$ cat src/rtl/ula_pkg.sv
// Shared ALU definitions: ALUControl codes (also used by the ALU control decoder)
// and the multicycle ALU FSM state type.
package ula_pkg;

  localparam logic [3:0] ALU_ADD     = 4'b0000;
  localparam logic [3:0] ALU_SUB     = 4'b0001;
  localparam logic [3:0] ALU_SUB_ALT = 4'b0010;
  localparam logic [3:0] ALU_SLT     = 4'b0011;
  localparam logic [3:0] ALU_SLTU    = 4'b0100;
  localparam logic [3:0] ALU_AND     = 4'b0101;
  localparam logic [3:0] ALU_OR      = 4'b0110;
  localparam logic [3:0] ALU_XOR     = 4'b0111;
  localparam logic [3:0] ALU_LUI     = 4'b1000;
  localparam logic [3:0] ALU_SLL     = 4'b1001;
  localparam logic [3:0] ALU_SRL     = 4'b1010;
  localparam logic [3:0] ALU_SRA     = 4'b1011;
  localparam logic [3:0] ALU_JR      = 4'b1100;
  localparam logic [3:0] ALU_NOR     = 4'b1111;

  typedef enum logic [1:0] {
    ST_IDLE  = 2'd0,
    ST_SHIFT = 2'd1,
    ST_DONE  = 2'd2
  } state_t;

  function automatic logic is_shift(input logic [3:0] code);
    return (code == ALU_SLL) || (code == ALU_SRL) || (code == ALU_SRA);
  endfunction

endpackage

$ cat src/rtl/ula_deslocador.sv
// Serial one-bit-per-cycle shifter: working register, 5-bit down counter and
// latched direction/arithmetic select.
module ula_deslocador
  import ula_pkg::*;
(
  input  logic        clock,
  input  logic        reset,
  input  logic        load,
  input  logic        step,
  input  logic [31:0] value_in,
  input  logic [4:0]  amount,
  input  logic        shift_right,
  input  logic        shift_arith,
  output logic [4:0]  count,
  output logic [31:0] value_next
);

  logic [31:0] work_r;
  logic [4:0]  count_r;
  logic        right_r;
  logic        arith_r;

  // Working register, counter and shift mode, all captured at load.
  always_ff @(posedge clock or posedge reset) begin
    if (reset) begin
      work_r  <= 32'd0;
      count_r <= 5'd0;
      right_r <= 1'b0;
      arith_r <= 1'b0;
    end else if (load) begin
      work_r  <= value_in;
      count_r <= amount;
      right_r <= shift_right;
      arith_r <= shift_arith;
    end else if (step) begin
      work_r  <= value_next;
      count_r <= count_r - 5'd1;
    end else begin
      work_r  <= work_r;
      count_r <= count_r;
    end
  end

  // Single-bit step; SRA feeds bit 31 back in from the top.
  always_comb begin
    value_next = {work_r[30:0], 1'b0};
    if (right_r) begin
      value_next = {(arith_r ? work_r[31] : 1'b0), work_r[31:1]};
    end else begin
      value_next = {work_r[30:0], 1'b0};
    end
  end

  assign count = count_r;

endmodule

$ cat src/rtl/ula_multiciclo.sv
// Multicycle ALU: single-cycle arithmetic/logic ops, serial shifts via
// ula_deslocador, registered result/zero/invalid with a one-cycle done pulse.
module ula_multiciclo
  import ula_pkg::*;
(
  input  logic        clock,
  input  logic        reset,
  input  logic        start,
  input  logic [3:0]  ALUControl,
  input  logic        shamt,
  input  logic [4:0]  shamt_field,
  input  logic [31:0] A,
  input  logic [31:0] B,
  output logic [31:0] result,
  output logic        zero,
  output logic        invalid,
  output logic        busy,
  output logic        done
);

  state_t      state_r, next_state_s;
  logic [31:0] result_r;
  logic        zero_r, invalid_r, busy_r, done_r;

  logic [31:0] alu_value_s;
  logic        alu_invalid_s;
  logic [4:0]  amount_s;
  logic        load_s;
  logic        capture_s;
  logic [31:0] new_result_s;
  logic        new_invalid_s;
  logic [4:0]  shift_count_s;
  logic [31:0] shift_next_s;

  assign amount_s = shamt ? shamt_field : A[4:0];

  // Shift codes evaluate to B here: that is the answer for a zero-length shift.
  always_comb begin
    alu_value_s   = 32'd0;
    alu_invalid_s = 1'b0;
    case (ALUControl)
      ALU_ADD:              alu_value_s = A + B;
      ALU_SUB, ALU_SUB_ALT: alu_value_s = A - B;
      ALU_SLT:              alu_value_s = ($signed(A) < $signed(B)) ? 32'd1 : 32'd0;
      ALU_SLTU:             alu_value_s = (A < B) ? 32'd1 : 32'd0;
      ALU_AND:              alu_value_s = A & B;
      ALU_OR:               alu_value_s = A | B;
      ALU_XOR:              alu_value_s = A ^ B;
      ALU_LUI:              alu_value_s = {B[15:0], 16'h0000};
      ALU_SLL, ALU_SRL, ALU_SRA: alu_value_s = B;
      ALU_JR:               alu_value_s = A;
      ALU_NOR:              alu_value_s = ~(A | B);
      default: begin
        alu_value_s   = 32'd0;
        alu_invalid_s = 1'b1;
      end
    endcase
  end

  ula_deslocador u_deslocador (
    .clock       (clock),
    .reset       (reset),
    .load        (load_s),
    .step        (state_r == ST_SHIFT),
    .value_in    (B),
    .amount      (amount_s),
    .shift_right ((ALUControl == ALU_SRL) || (ALUControl == ALU_SRA)),
    .shift_arith (ALUControl == ALU_SRA),
    .count       (shift_count_s),
    .value_next  (shift_next_s)
  );

  // Next-state and result-capture decode; start is only looked at in IDLE.
  always_comb begin
    next_state_s  = state_r;
    load_s        = 1'b0;
    capture_s     = 1'b0;
    new_result_s  = 32'd0;
    new_invalid_s = 1'b0;
    case (state_r)
      ST_IDLE: begin
        if (start && is_shift(ALUControl) && (amount_s != 5'd0)) begin
          next_state_s = ST_SHIFT;
          load_s       = 1'b1;
        end else if (start) begin
          next_state_s  = ST_DONE;
          capture_s     = 1'b1;
          new_result_s  = alu_value_s;
          new_invalid_s = alu_invalid_s;
        end else begin
          next_state_s = ST_IDLE;
        end
      end
      ST_SHIFT: begin
        // The last shift step lands directly in the result register.
        if (shift_count_s <= 5'd1) begin
          next_state_s = ST_DONE;
          capture_s    = 1'b1;
          new_result_s = shift_next_s;
        end else begin
          next_state_s = ST_SHIFT;
        end
      end
      ST_DONE: next_state_s = ST_IDLE;
      default: next_state_s = ST_IDLE;
    endcase
  end

  // State and registered outputs.
  always_ff @(posedge clock or posedge reset) begin
    if (reset) begin
      state_r   <= ST_IDLE;
      result_r  <= 32'd0;
      zero_r    <= 1'b0;
      invalid_r <= 1'b0;
      busy_r    <= 1'b0;
      done_r    <= 1'b0;
    end else begin
      state_r <= next_state_s;
      busy_r  <= (next_state_s == ST_SHIFT);
      done_r  <= (next_state_s == ST_DONE);
      if (capture_s) begin
        result_r  <= new_result_s;
        zero_r    <= (new_result_s == 32'd0);
        invalid_r <= new_invalid_s;
      end else begin
        result_r  <= result_r;
        zero_r    <= zero_r;
        invalid_r <= invalid_r;
      end
    end
  end

  assign result  = result_r;
  assign zero    = zero_r;
  assign invalid = invalid_r;
  assign busy    = busy_r;
  assign done    = done_r;

endmodule
$ cat config.mk
export PLATFORM = sky130hd
export DESIGN_NAME = ula_multiciclo
export DESIGN_NICKNAME = d
export VERILOG_FILES = /design/src/rtl/ula_pkg.sv /design/src/rtl/ula_deslocador.sv /design/src/rtl/ula_multiciclo.sv
export SDC_FILE = /design/constraint.sdc
export NUM_CORES = 1
export LEC_CHECK = 0
export BUFFER_PORTS_ARGS = -buffer_cell sky130_fd_sc_hd__buf_2
export CAP_MARGIN = 20
export CORE_MARGIN = 3
export CORE_UTILIZATION = 46
export CTS_CLUSTER_DIAMETER = 30
export DETAILED_ROUTE_END_ITERATION = 6
export HOLD_SLACK_MARGIN = 0.1
export MAX_ROUTING_LAYER = met4
export PLACE_DENSITY = 0.68
export REMOVE_ABC_BUFFERS = 1
export SYNTH_ARGS = -nofsm -noshare
export SYNTH_HDL_FRONTEND = slang
export SYNTH_SLANG_ARGS = --single-unit
export TNS_END_PERCENT = 50
$ cat constraint.sdc
create_clock -name clock -period 2.85 [get_ports clock]
set_input_delay 0.57 -clock clock [delete_from_list [all_inputs] [get_ports clock]]
set_output_delay 0.57 -clock clock [all_outputs]
set_load 0.01 [all_outputs]
==> reports/results.ini, run 1 <==
[sta]
min_period_ns = 3.590
setup_viol = 20
tns_ns = -5.593
tightest_slew_ns = 0.9024
setup_ws_ns = -0.7402
fmax_ghz = 0.2785
maxSlewHeadroom_pct = 39.72
rsz0062_at_grt = yes
skew_ns = 0.01378
hold_violations = 0
slew_violations = 0
period_share_pct = 126.0

[place]
io_buffer_count = 112
dpl_cell_area_um2 = 15710
gp_congestion = 1.176
post-dp-hpwl_mm = 47.42
dp.cells = 2335

[clocking]
cts_root_buffer = clkbuf_16
clockBufferDepth = 2
numCtsBuffers = 9
clock_latency_ns = 0.36
worst_setup_hold_path_clk_slew_ns = 0.07
htree_num_levels = 3
cts_sinks = 77
tritoncts = done

[finish]
final_util_pct = 78.51
drive_gt1_share_pct = 46.27
num-nets-final = 2258
syn_to_final_growth_pct = 67.18
final_common_cell = buf_4
postLayoutCellArea_um2 = 17880
num_antenna_cells = 0
layout.cells.non_filler = 2392
layout_common_cells = buf_4, nand2_1, nor2_1

[synthesis]
synth-async-reset-ratio_pct = 100.0
synth_top_area_share_pct = 18.01
syn_area_um2 = 10700
synth_edf_count = 0
avgSynthCellArea_um2 = 7.470
ys_top_cells_by_area = dfrtp_1, ha_1, nand2_1
yosys_register_bits = 77
ys_seq_area_share_pct = 18.01
synthFlopType = dfrtp_1
synthDistinctLibCells = 96
syn_inst = 1432
netlist.top_cell.by_area = dfrtp_1
synth_warnings = 0

[global_route]
grt_most_used_layer = met2
met3_usage_pct = 14.62
grt_pass1_wl_mm = 88.35
grt_pass1_vias = 14910
grt_usage_pct = 48.07
grt_max_degree = 35
grt_use_met2_pct = 69.05
overflow = 0
use_met1_pct = 61.11
grt_antenna_before_repair = 0

[critical_path]
worstPathCellList = buf_8 > ha_4 > fa_2 > a21o_1 > nand4_1 > a21oi_4 > or2_4 > a221o_1 > o211ai_1 > or4b_4 > nor4_2 > and4b_2 > nand4_1 > o31ai_2
worst_ep_required_time_ns = 3.12
startpoint_type = primary input
r2r_cells = 13
worstSetupEndpoint = zero$_DFFE_PP0P_
reg2reg_from = u_deslocador.count[1]$_DFFE_PP0P_
cp_data_arrival_time_ns = 3.86
cp_common_cell = nand4_1
reg2reg_to = zero$_DFFE_PP0P_
max_stage_delay_ns = 0.51
startpoint = A[0]
cpMaxStageDelayCell = or4b_4
crit_type = primary input to flop
ff2ff_setup_slack_ns = -0.52
cp_max_fo = 3
cp-end-kind = flop

[power_and_ir_drop]
p_per_area_nw_per_um2 = 510.4
p_leak_nw = 8.556
ir_drop_mv = 0.3780

[floorplan]
io-pin-count = 113
dieArea_um2 = 25120
start_util_pct = 46.96
fp.dieH_um = 158.5
std_cell_rows = 55
core_area_um2 = 22780
fp.dieW_um = 158.5

[hold_path]
hold_class = primary input to async pin

[drt]
drt_iter0_markers = 2751
routedWlPerCell_um = 25.87
drc = 0
dr.pass1.iters = 6
dr_total_vias = 15910
wl_mm = 61.88
vias_per_cell = 6.650
antenna_left = 0

[job]
drv_cap = 0

[run_status]
status = finished with violations
failed_checks = negative setup slack

[synthesized netlist by cell type, drive strengths merged (34+ instances only)]
cell    number
a21oi      105
buf         42
clkbuf      61
dfrtp       77
ha         105
inv        106
mux2i       38
nand2      144
nand3       39
nor2       107
nor3        35
o21ai       78
o221ai      34
[metal layers]
| metal | up-vias | wire [um] | share of wire (%) |
|---|---|---|---|
| met1 | 7422 | 22830 | 37 |
| met5 | - | 0 | 0 |
| met4 | 0 | 4413 | 7.1 |
| li1 | 6661 | - | - |
| met3 | 399 | 9048 | 15 |
| met2 | 1424 | 25590 | 41 |
[critical path: cells and delay by family]
family,cells,cell delay [ns]
buffers and inverters,1,0.11
AO/OA/AOI/OAI,5,1.04
AND/OR/NAND/NOR,6,1.59
adder cells (fa/ha/maj),2,0.54
[report_power, final]
group	internal (mW)	total, mW	switching (mW)
Sequential	1.58	1.97	0.387
Combinational	2.61	5.76	3.14
Clock	0.881	1.40	0.516
[worst min-delay path by stage]
stage	depth (start not counted)	slack, ns	to
after floorplan	2	0.44	u_deslocador.arith_r$_DFFE_PP0P_
after global placement	2	0.45	result[14]$_DFFE_PP0P_
after detailed placement	2	0.46	result[28]$_DFFE_PP0P_
after CTS	2	0.24	result[1]$_DFFE_PP0P_
after global routing	2	0.26	result[1]$_DFFE_PP0P_
final	2	0.23	result[1]$_DFFE_PP0P_
[area by class of cell]
class / count / area, um^2
multi-input cells: 1145 / 9139
inverters: 107 / 430.4
clock inverters: 4 / 95.09
flip-flops and latches: 77 / 1928
well taps: 313 / 391.6
repair buffers: 734 / 5652
fillers: 1646 / 4896
clock buffers: 12 / 246.5
[repair_timing]
action	CTS	global route
endpoints found under the setup margin	28	26
setup buffers	21	31
hold buffers	0	0
resized for setup	219	104
pin swaps	59	74
[registers in the layout (all words and copies together), names as in the netlist]
| register | cells |
|---|---|
| state_r | 2 |
| u_deslocador.count | 5 |
| invalid | 1 |
| u_deslocador.work_r | 32 |
| u_deslocador.arith_r | 1 |
| done | 1 |
| u_deslocador.right_r | 1 |
| result | 32 |
| zero | 1 |
| busy | 1 |
[logic make-up after synthesis]
group	share of synthesized area (%)
buffers and inverters	8.130
flip-flops	18.01
XOR/XNOR	1.158
multiplexers	4.398
AND/OR/NAND/NOR	21.34
adder cells (fa/ha/maj)	12.66
AO/OA/AOI/OAI	34.31
[stage by stage]
stage / hold slack (ns) / setup slack (ns) / power (mW)
2_1_floorplan: 0.4414 / -0.8738 / 4.199
3_3_place_gp: 0.4534 / -2.363 / 6.786
3_5_place_dp: 0.4569 / -1.958 / 6.909
4_1_cts: 0.2396 / -0.6180 / 8.650
5_1_grt: 0.2588 / -0.8259 / 9.483
6_report: 0.2310 / -0.7402 / 9.128
(Power assumes the default switching activity.)
==> run 2, diff against run 1 <==
Clock period 2.85 ns to 2.9 ns, I/O delays scaled along.
==> run 2 against run 1 <==
  * Sequential share of layout area is essentially flat
  * Critical path depth increased by 2
  * Worst setup slack better by 0.0052 ns
  * Count of clock-buffer cells in the layout shrank 2
  * First-iteration DRC count is 2.8% lower
  * Largest cell class unchanged
  * The run still ends with negative setup slack left
  * Cell area about the same
  * Clock skew grew 0.0039 ns
  * Utilization grew 0.060 points
  * Flip-flop and latch count unchanged
  * Register-to-register slack better by 0.04 ns
  * Power decreased by 1.4%
==> reports/results.ini, run 2 (same netlist as run 1, synthesis figures left out) <==
[drt]
drt_iter0_markers = 2674
vias_per_cell = 6.608
wl_mm = 63.13
dr.pass1.iters = 7
dr_total_vias = 15900
antenna_left = 0
routedWlPerCell_um = 26.24
drc = 0

[sta]
fmax_ghz = 0.2751
period_share_pct = 125.3
maxSlewHeadroom_pct = 32.21
hold_violations = 0
slew_violations = 0
whs_ns = 0.4256
min_period_ns = 3.635
tightest_slew_ns = 1.016
skew_ns = 0.01770
rsz0062_at_grt = yes
setup_ws_ns = -0.7350
setup_viol = 20

[clocking]
htree_num_levels = 3
cts_root_buffer = clkbuf_16
cts_hold_buf = 0
worst_setup_hold_path_clk_slew_ns = 0.08
tritoncts = done
clockBufferDepth = 2
clock_latency_ns = 0.36
cts_sinks = 77
numCtsBuffers = 9

[critical_path]
worst_ep_required_time_ns = 3.17
r2r_cells = 13
crit_type = primary input to flop
cp-end-kind = flop
startpoint_type = primary input
cp_data_arrival_time_ns = 3.91
cp_max_fo = 3

[floorplan]
fp.dieW_um = 158.5
std_cell_rows = 55
fp.dieH_um = 158.5
io-pin-count = 113
dieArea_um2 = 25120
core_area_um2 = 22780
start_util_pct = 46.96

[global_route]
grt_max_degree = 52
grt_antenna_before_repair = 1
grt_pass1_vias = 15290
grt_pass1_wl_mm = 90.74
grt_usage_pct = 49.44
overflow = 0

[finish]
layout_common_cells = buf_4, nand2_1, nor2_1
drive_gt1_share_pct = 46.32
final_common_cell = buf_4
postLayoutCellArea_um2 = 17900
num-nets-final = 2271
syn_to_final_growth_pct = 67.31

[job]
drv_cap = 0

[hold_path]
hold_class = primary input to async pin

[power_and_ir_drop]
ir_drop_mv = 0.3218
p_per_area_nw_per_um2 = 502.7
p_leak_nw = 8.565
total_power_mw = 8.997

[place]
io_buffer_count = 112
gp_congestion = 1.143
dpl_cell_area_um2 = 15710
post-dp-hpwl_mm = 47.73

[run_status]
failed_checks = negative setup slack
status = finished with violations

[run 2: cell count changes in the layout (fill, tap and decap cells not counted), sizes merged]
cell      previous run  this run
buf                734       746
clkinvlp             0         1
inv                105       106
diode                0         1
clkbuf              12        11
[run 2: per-layer routing]
metal | vias to the layer above | global-route usage, % | wire length (um)
met2 | 1495 | 71.95 | 26490
met1 | 7386 | 63.94 | 23340
met3 | 329 | 11.96 | 9331
met5 | - | - | 0
met4 | 0 | 24.83 | 3968
li1 | 6689 | - | -
[run 2: stage by stage]
step           TNS [ns]  util [%]  instances  setup WS (ns)
3_5_place_dp     -20.76     68.97       2338         -1.743
2_1_floorplan    -7.783         -       1329        -0.8238
3_3_place_gp     -18.98     68.97       2338         -1.429
6_report         -3.837     78.57       2406        -0.7350
4_1_cts          -2.188     76.89       2393        -0.5993
5_1_grt          -4.859     78.57       2406        -0.7848
[run 2: area by class of cell]
type | instances | area (um^2)
Timing Repair Buffer | 747 | 5749
Inverter | 107 | 435.4
Tap cell | 313 | 391.6
Antenna cell | 1 | 2.502
Multi-Input combinational cell | 1145 | 9049
Clock buffer | 10 | 229.0
Sequential cell | 77 | 1928
Clock inverter | 6 | 111.4
Fill cell | 1595 | 4882
[run 2: final timing paths]
path,from,endpoint,slack (ns)
worst max register to register,u_deslocador.count[1]$_DFFE_PP0P_,zero$_DFFE_PP0P_,-0.48
min in group clock,result[23]$_DFFE_PP0P_,result[23]$_DFFE_PP0P_,0.47
worst min register to register,result[23]$_DFFE_PP0P_,result[23]$_DFFE_PP0P_,0.47
max in group asynchronous,reset,u_deslocador.work_r[31]$_DFFE_PP0P_,1.70
worst max-delay path,A[0],zero$_DFFE_PP0P_,-0.74
worst min-delay path,reset,result[14]$_DFFE_PP0P_,0.43
[run 2: timing repair]
action                                  CTS  global route
endpoints found under the setup margin   24            26
pin swaps                                85            52
buffers inserted                         47            17
resized for setup                       255            66
cloned                                    0             0
[run 2: report_power, final]
part	switching, mW	total, mW	internal (mW)
clock	0.541	1.39	0.845
sequential	0.390	1.95	1.56
combinational	3.11	5.66	2.55
total	4.05	9.00	4.95
[run 2: worst max-delay path: stages]
cell and delay (ns):
buf_8 0.10, buf_6 0.11, ha_4 0.16, fa_2 0.33, a21o_1 0.21, nand4_1 0.19
buf_4 0.16, a21oi_4 0.05, or2_4 0.24, a221o_1 0.34, o211ai_1 0.18, or4b_4 0.52
nor4_2 0.13, and4b_2 0.30, nand4_1 0.11, o31ai_2 0.19
